==> src/rtl/i3c_dat_mem_arbiter.sv <==
// i3c_dat_mem_arbiter: round-robin sharing of the DAT memory port with in-order read-response routing
package i3c_pkg;
  typedef struct packed {
    logic        req;
    logic        write;
    logic [6:0]  addr;
    logic [63:0] wdata;
    logic [63:0] wmask;
  } dat_mem_sink_t;
  typedef struct packed {
    logic        rvalid;
    logic [63:0] rdata;
    logic [1:0]  rerror;
  } dat_mem_src_t;
endpackage

module i3c_dat_mem_arbiter #(
  parameter int NumReq   = 2,
  parameter int MaxOutRd = 2
) (
  input  logic                                 clk_i,
  input  logic                                 rst_i,
  input  i3c_pkg::dat_mem_sink_t [NumReq-1:0] req_sink_i,
  output logic [NumReq-1:0]                    req_gnt_o,
  output logic [NumReq-1:0]                    req_rvalid_o,
  output logic [63:0]                          req_rdata_o,
  output logic [1:0]                           req_rerror_o,
  output i3c_pkg::dat_mem_sink_t               mem_sink_o,
  input  i3c_pkg::dat_mem_src_t                mem_src_i,
  output logic                                 tag_err_o
);
  localparam int IW = NumReq > 1 ? $clog2(NumReq) : 1;
  localparam int PW = MaxOutRd > 1 ? $clog2(MaxOutRd) : 1;
  localparam int CW = $clog2(MaxOutRd + 1);
  logic [IW-1:0] rr_q, win, idx, head;
  logic [IW-1:0] tag_q [MaxOutRd];
  logic [PW-1:0] wp_q, rp_q;
  logic [CW-1:0] cnt_q;
  logic found, pop, push, can_rd;
  logic [NumReq-1:0] req_vec;
  assign pop    = mem_src_i.rvalid && cnt_q != '0;
  // a response leaving the FIFO this cycle frees its slot for a new read right away
  assign can_rd = cnt_q < CW'(MaxOutRd) || pop;
  assign head   = tag_q[rp_q];
  always_comb begin
    found   = 1'b0;
    win     = '0;
    idx     = '0;
    req_vec = '0;
    for (int k = 0; k < NumReq; k++) begin
      req_vec[k] = req_sink_i[k].req;
      idx = IW'((int'(rr_q) + k) % NumReq);
      if (!found && req_sink_i[idx].req && (req_sink_i[idx].write || can_rd)) begin
        found = 1'b1;
        win   = idx;
      end
    end
  end
  assign push         = found && !req_sink_i[win].write;
  assign req_gnt_o    = found ? NumReq'(1) << win : '0;
  assign req_rvalid_o = pop ? NumReq'(1) << head : '0;
  assign req_rdata_o  = mem_src_i.rdata;
  assign req_rerror_o = mem_src_i.rerror;
  assign mem_sink_o   = found ? req_sink_i[win] : '0;
  always_ff @(posedge clk_i) begin
    if (rst_i) begin
      rr_q      <= '0;
      wp_q      <= '0;
      rp_q      <= '0;
      cnt_q     <= '0;
      tag_err_o <= 1'b0;
    end else begin
      if (found) rr_q <= win == IW'(NumReq - 1) ? '0 : win + 1'b1;
      if (push) begin
        tag_q[wp_q] <= win;
        wp_q        <= wp_q == PW'(MaxOutRd - 1) ? '0 : wp_q + 1'b1;
      end
      if (pop) rp_q <= rp_q == PW'(MaxOutRd - 1) ? '0 : rp_q + 1'b1;
      cnt_q <= cnt_q + CW'(push) - CW'(pop);
      if (mem_src_i.rvalid && cnt_q == '0) tag_err_o <= 1'b1;
    end
  end
  a_gnt_onehot: assert property (@(posedge clk_i) disable iff (rst_i) $onehot0(req_gnt_o));
  a_gnt_req:    assert property (@(posedge clk_i) disable iff (rst_i) (req_gnt_o & ~req_vec) == '0);
  a_cnt_max:    assert property (@(posedge clk_i) disable iff (rst_i) cnt_q <= CW'(MaxOutRd));
  a_no_ovf:     assert property (@(posedge clk_i) disable iff (rst_i) !(push && !pop && cnt_q == CW'(MaxOutRd)));
endmodule
==> config.mk <==
export PLATFORM = sky130hd
export DESIGN_NAME = i3c_dat_mem_arbiter
export DESIGN_NICKNAME = d
export VERILOG_FILES = /design/src/rtl/i3c_dat_mem_arbiter.sv
export SDC_FILE = /design/constraint.sdc
export NUM_CORES = 1
export LEC_CHECK = 0
export ABC_AREA = 1
export BUFFER_PORTS_ARGS = -buffer_cell sky130_fd_sc_hd__buf_2
export CAP_MARGIN = 20
export CORE_AREA = 2 2 215 217
export CTS_CLUSTER_SIZE = 30
export DETAILED_ROUTE_END_ITERATION = 10
export DIE_AREA = 0 0 217 219
export PLACE_DENSITY = 0.33
export RECOVER_POWER = 100
export REMOVE_ABC_BUFFERS = 1
export SLEW_MARGIN = 20
export SYNTH_ARGS = -nofsm -noshare
export SYNTH_HDL_FRONTEND = slang
export SYNTH_SLANG_ARGS = --single-unit
==> constraint.sdc <==
create_clock -name clk_i -period 2.15 [get_ports clk_i]
set_input_delay 0.3225 -clock clk_i [delete_from_list [all_inputs] [get_ports clk_i]]
set_output_delay 0.3225 -clock clk_i [all_outputs]
set_load 0.01 [all_outputs]
==> flow_summary.yaml, run 1 <==
global_route:
  antenna_found_initial: 48
  grt_pass1_vias: 4168
  gr-total-overflow: 0
  grtUsageTotal: 0.126
  grt_pass1_wl_mm: 39.4
  grt_max_degree: 34
route:
  m1WireLength_mm: 14.3
  dr.pass1.iters: 4
  drtIter0Drc: 184
  highest_layer: "met5"
  dr_total_vias: 4515
  remaining_drc_errors: 0
  vias_per_cell: 3.41
  wirelength_mm: 32.7
  ant_nets: 0
  wl_per_cell_um: 24.7
  route.met2.wl_mm: 11.3
  dr_wl_met3_mm: 6.07
critical_path:
  arrival_ns: 2.07
  cp-start-kind: "flip-flop"
  crit_path_end_kind: "output pin"
  crit_fanout: 18
  path_class: "flip-flop to output pin"
  cp.required_ns: 1.83
place:
  port_buffers: 418
  placed_cells: 1279
  gp_congestion: 0.751
  dpl.hpwl_mm: 27.2
  placed_cell_area_mm2: 0.00493
pwr:
  ir_drop_mv: 0.646
  leakage_nw: 3.02
  power_density_mw_per_mm2: 1270
  power_w: 0.00701
clocking:
  cts.sinks: 9
  htree_levels: 1
  cts_tree: "yes"
  path_clk_slew_ns: 0.04
  clk_latency_ns: 0.23
  cts_made_buffers: 3
  cts_buffer_depth: 2
  root_buffer: "clkbuf_16"
synth:
  synth_compound_area_frac: 0.476
  yosys_warnings: 0
  syn_area_mm2: 0.00255
  ys_seq_area_frac: 0.0784
  synth_top_family_by_area: "compound AO/OA/AOI/OAI gates"
  synth-xor-area-share: 0.00343
  synth_top_cell_area_share: 0.439
  synth-simple-area-share: 0.0931
  synth.distinct_cells: 23
  synth.largest_area_cell: "a22o_1"
  synthMuxAreaShare: 0
  synth_cells: 321
  postSynthAreaPerCell_um2: 7.95
  synthAdderAreaFrac: 0.00490
  synth_area_leaders: "a22o_1 (44%), buf_4 (20%), buf_6 (11%), dfxtp_1 (5.5%), nor2_1 (3.5%)"
  synth-seq-cells: 9
sta:
  slew_violations: 0
  period_needed_ns: 2.39
  fmax_ghz: 0.418
  finalSetupViolations: 137
  worst_slack_ns: -0.240
  period_share: 1.11
  finalHoldViolations: 0
  final.setup_skew_ns: 0.000764
  fin_hold_ws_ns: 0.318
  slew_headroom: 0.836
  rsz0062_at_grt: "true"
  worst_pin_slew_ns: 0.243
final_layout:
  final_cell_mix: "buf_2 (412), a22o_1 (123), buf_4 (34), nor2_1 (24), nand2_1 (16)"
  seqCellArea_um2: 208
  final_area_mm2: 0.00552
  fillers: 5292
  final_nets: 1049
  utilization: 0.123
  multi_input_area_mm2: 0.00157
  stdcell_count: 1323
  area_growth_pct: 116
  layout_commonest_cell: "buf_2"
  drive_gt1_frac: 0.709
die:
  core_mm2: 0.0451
  initial_core_util: 0.0566
  die_w_um: 217
  die_height_um: 219
  rows: 78
  die_area_mm2: 0.0475
  pin_count: 551
status:
  status: "finished with violations"
  violations: "setup timing"
run:
  drv_cap: 0
worst_hold_path:
  hp-class: "primary input to flip-flop"
-- per-layer routing --
metal,track usage,up-vias
met2,0.156,465
met1,0.154,2010
met5,0.0583,-
met3,0.123,55
li1,-,1951
met4,0.00799,34
-- Yosys cell counts --
| cell | number |
|---|---|
| edfxtp_1 | 2 |
| buf_6 | 26 |
| nand2_1 | 17 |
| inv_2 | 2 |
| nor2_1 | 24 |
| nor3_1 | 1 |
| o21ai_1 | 1 |
| buf_8 | 1 |
| a22o_1 | 128 |
| buf_4 | 67 |
| inv_1 | 12 |
| nand2_4 | 1 |
| nand2_2 | 1 |
| a21oi_1 | 5 |
| nor2_4 | 1 |
| nand3_2 | 2 |
| buf_2 | 3 |
| ha_1 | 1 |
| xnor2_1 | 1 |
| dfxtp_1 | 7 |
| o21ai_2 | 1 |
| nand3_1 | 6 |
| o21ai_0 | 11 |
-- critical path: stages (launching register included) --
cell and delay (ns):
dfxtp_4 0.39, nand2_1 0.08, o21ai_2 0.07, nand3_2 0.11, nand2_2 0.11, nand3_4 0.11, nand2_8 0.10, nor2_4 0.04
buf_4 0.13, buf_12 0.14, buf_12 0.16, a22o_4 0.22, buf_2 0.14
-- power breakdown --
| group | leakage (nW) | switching [W] | internal [W] |
|---|---|---|---|
| clock | 0.0383 | 0.0000802 | 0.000248 |
| combinational | 2.90 | 0.00325 | 0.00313 |
| sequential | 0.0778 | 0.0000503 | 0.000243 |
-- worst paths after layout --
path,from,end,slack (ns),depth (start not counted)
setup / recovery,rr_q,mem_sink_o[77],-0.24,12
hold / removal,rst_i,cnt_q[0],0.32,2
setup reg to reg,rr_q,cnt_q[1],-0.03,16
hold reg to reg,rp_q,rp_q,0.46,1
-- through the flow --
step / setup slack [ns] / TNS (ns)
finish: -0.240 / -23.79
global placement: -0.113 / -6.34
detailed placement: -0.0981 / -3.99
global route: -0.336 / -38.18
CTS: -0.223 / -23.95
floorplan: -1.57 / -205.92
-- kinds of logic (layout without fill, tap and decap cells) --
group	after synthesis	in the layout
fa+ha+maj	1	1
buf+inv	111	494
simple gates	53	53
xor+xnor	1	1
other cells	0	19
flops	9	9
compound gates	146	146
-- layout make-up --
class / instances / share of cell area
multi-input cells: 201 / 0.285
inverters: 14 / 0.0102
diodes: 19 / 0.00861
clock buffers: 4 / 0.0143
well taps: 600 / 0.136
repair buffers: 476 / 0.509
flip-flops and latches: 9 / 0.0376
-- repair_timing --
action / 4_1_cts / 5_1_grt
setup endpoints to repair: 138 / 139
buffers inserted: 14 / 0
gates resized for setup: 41 / 6
pin swaps: 5 / 0
hold buffers: 0 / 0
gates cloned: 5 / 2
Power figures use the tool's default switching activity.
==> inputs of run 2 (changes only) <==
--- a/config.mk
+++ b/config.mk
@@ -12,7 +12,7 @@
 export CTS_CLUSTER_SIZE = 30
 export DETAILED_ROUTE_END_ITERATION = 10
 export DIE_AREA = 0 0 217 219
-export PLACE_DENSITY = 0.33
+export PLACE_DENSITY = 0.36
 export RECOVER_POWER = 100
 export REMOVE_ABC_BUFFERS = 1
 export SLEW_MARGIN = 20
==> flow_summary.yaml, run 2 (synthesis results as in run 1) <==
clocking:
  path_clk_slew_ns: 0.04
  htree_levels: 1
  clk_latency_ns: 0.23
  cts_buffer_depth: 2
  cts_made_buffers: 3
  cts.sinks: 9
  cts_tree: "yes"
  cts_hold_buf: 0
  root_buffer: "clkbuf_16"
global_route:
  grt_max_degree: 47
  grt_pass1_wl_mm: 40.2
  grt_use_met2: 0.162
  gr-total-overflow: 0
  antenna_found_initial: 57
  top_usage_layer: "met2"
  grt_use_met3: 0.148
  grtUsageTotal: 0.130
  grt_pass1_vias: 4146
  grt_use_met1: 0.143
critical_path:
  worstSetupEndpoint: "mem_sink_o[8]"
  startpoint: "rr_q"
  r2r_start: "rr_q"
  crit_family: "buffers and inverters"
  crit_fanout: 7
  cp.required_ns: 1.83
  crit_path_end_kind: "output pin"
  slowest_delay_ns: 0.36
  path_class: "flip-flop to output pin"
  cp_num_cells: 11
  rr_endpoint: "cnt_q[1]"
  path_cells: "buf_6 > a21oi_4 > nand2_4 > nand3_4 > nand2_8 > nor2_4 > buf_6 > buf_16 > clkbuf_16 > a22o_1 > buf_2"
  reg2reg_setup_slack_ns: 0.05
  rr_worst_depth: 17
  cp_slowest_cell: "dfxtp_4"
  cp_common_cell: "buf_6"
  crit_buf_inv: 5
  arrival_ns: 2.05
  cp-start-kind: "flip-flop"
place:
  dpl.hpwl_mm: 28.8
  port_buffers: 418
  gp_congestion: 0.770
route:
  dr.pass1.iters: 4
  remaining_drc_errors: 0
  vias_per_cell: 3.43
  ant_nets: 0
  drtIter0Drc: 200
  dr_total_vias: 4544
  wirelength_mm: 35.1
  wl_per_cell_um: 26.5
status:
  status: "finished with violations"
  violations: "setup timing"
final_layout:
  area_growth_pct: 127
  drive_gt1_frac: 0.722
  utilization: 0.128
  final_nets: 1046
  fillers: 5256
  final_cell_mix: "buf_2 (400), a22o_1 (124), buf_6 (25), nor2_1 (22), buf_4 (21)"
  layout_commonest_cell: "buf_2"
die:
  die_area_mm2: 0.0475
  rows: 78
  die_w_um: 217
  pin_count: 551
  core_mm2: 0.0451
  initial_core_util: 0.0566
  die_height_um: 219
pwr:
  p_comb_frac: 0.919
  swShare: 0.468
  power_density_mw_per_mm2: 1310
  power_w: 0.00760
  ir_drop_mv: 0.467
  p_int_w: 0.00404
  leakage_nw: 3.10
  power.switching_w: 0.00356
  seqPwrFrac: 0.037
  clkPwrFrac: 0.044
sta:
  fmax_ghz: 0.421
  finalHoldViolations: 0
  final.setup_skew_ns: 0.000406
  worst_pin_slew_ns: 0.251
  fin_tns_setup_ns: -23.14
  finalSetupViolations: 137
  worst_slack_ns: -0.224
  period_needed_ns: 2.37
  slew_headroom: 0.832
  rsz0062_at_grt: "true"
  slew_violations: 0
  period_share: 1.10
worst_hold_path:
  hp-class: "primary input to flip-flop"
run:
  drv_cap: 0
==> run 2: changes by cell type in the layout (fill, tap and decap cells not counted), moves of 3 or more <==
cell,delta
buf_6,+17
diode_2,+6
nand2_1,-3
buf_12,+4
clkbuf_16,+7
buf_2,-12
buf_4,-13
==> run 2: per-layer routing <==
| layer | share of wire | vias up |
|---|---|---|
| met4 | 0.011 | 48 |
| met3 | 0.22 | 70 |
| met1 | 0.40 | 2015 |
| li1 | - | 1944 |
| met2 | 0.35 | 467 |
| met5 | 0.019 | - |
==> run 2: area by class of cell <==
| class | instances | area [um^2] | area share |
|---|---|---|---|
| Timing Repair Buffer | 473 | 3030 | 0.524 |
| Multi-Input combinational cell | 201 | 1600 | 0.276 |
| Tap cell | 600 | 751 | 0.130 |
| Sequential cell | 9 | 206 | 0.0357 |
| Clock buffer | 4 | 78.8 | 0.0136 |
| Antenna cell | 25 | 62.6 | 0.0108 |
| Inverter | 14 | 56.3 | 0.00973 |
==> run 2: what timing repair did <==
item,in CTS,in global routing
pin swaps,12,29
cloned,2,10
setup buffers,5,10
setup endpoints to repair,138,138
gates resized for setup,39,41
==> run 2: worst min path at each step <==
stage,from,to,slack [ns],cells after the start
after floorplan,rst_i,cnt_q[0],0.39,1
after global placement,rp_q,rp_q,0.44,1
after detailed placement,rp_q,flip-flop,0.45,1
after CTS,rst_i,cnt_q[0],0.30,2
after global routing,rst_i,cnt_q[0],0.31,2
final,rst_i,cnt_q[0],0.30,2
==> run 2: worst register-to-register path: cells and delay by family, from the launching register on <==
kind	cells	cell delay, ns
adder cells (fa/ha/maj)	1	0.20
buffers and inverters	4	0.47
XOR/XNOR	1	0.15
flip-flops	1	0.38
AND/OR/NAND/NOR	10	0.72
AO/OA/AOI/OAI	1	0.06
==> run 2: stage by stage <==
stage | cells | instance area, um^2 | setup WS [ns] | hold slack, ns
6_report | 1326 | 5790 | -0.224 | 0.301
5_1_grt | 1311 | 5750 | -0.324 | 0.313
4_1_cts | 1283 | 5250 | -0.210 | 0.304
3_5_place_dp | 1272 | 4890 | -0.142 | 0.453
3_3_place_gp | 1272 | 4890 | -0.191 | 0.439
2_1_floorplan | 224 | 1730 | -1.57 | 0.394
==> run 2: power groups by stage <==
stage,registers (W),logic (W),clock network (W)
floorplan,0.000277,0.00260,0
global placement,0.000273,0.00525,0
detailed placement,0.000274,0.00523,0
CTS,0.000284,0.00596,0.000336
global route,0.000290,0.00751,0.000349
finish,0.000283,0.00698,0.000333
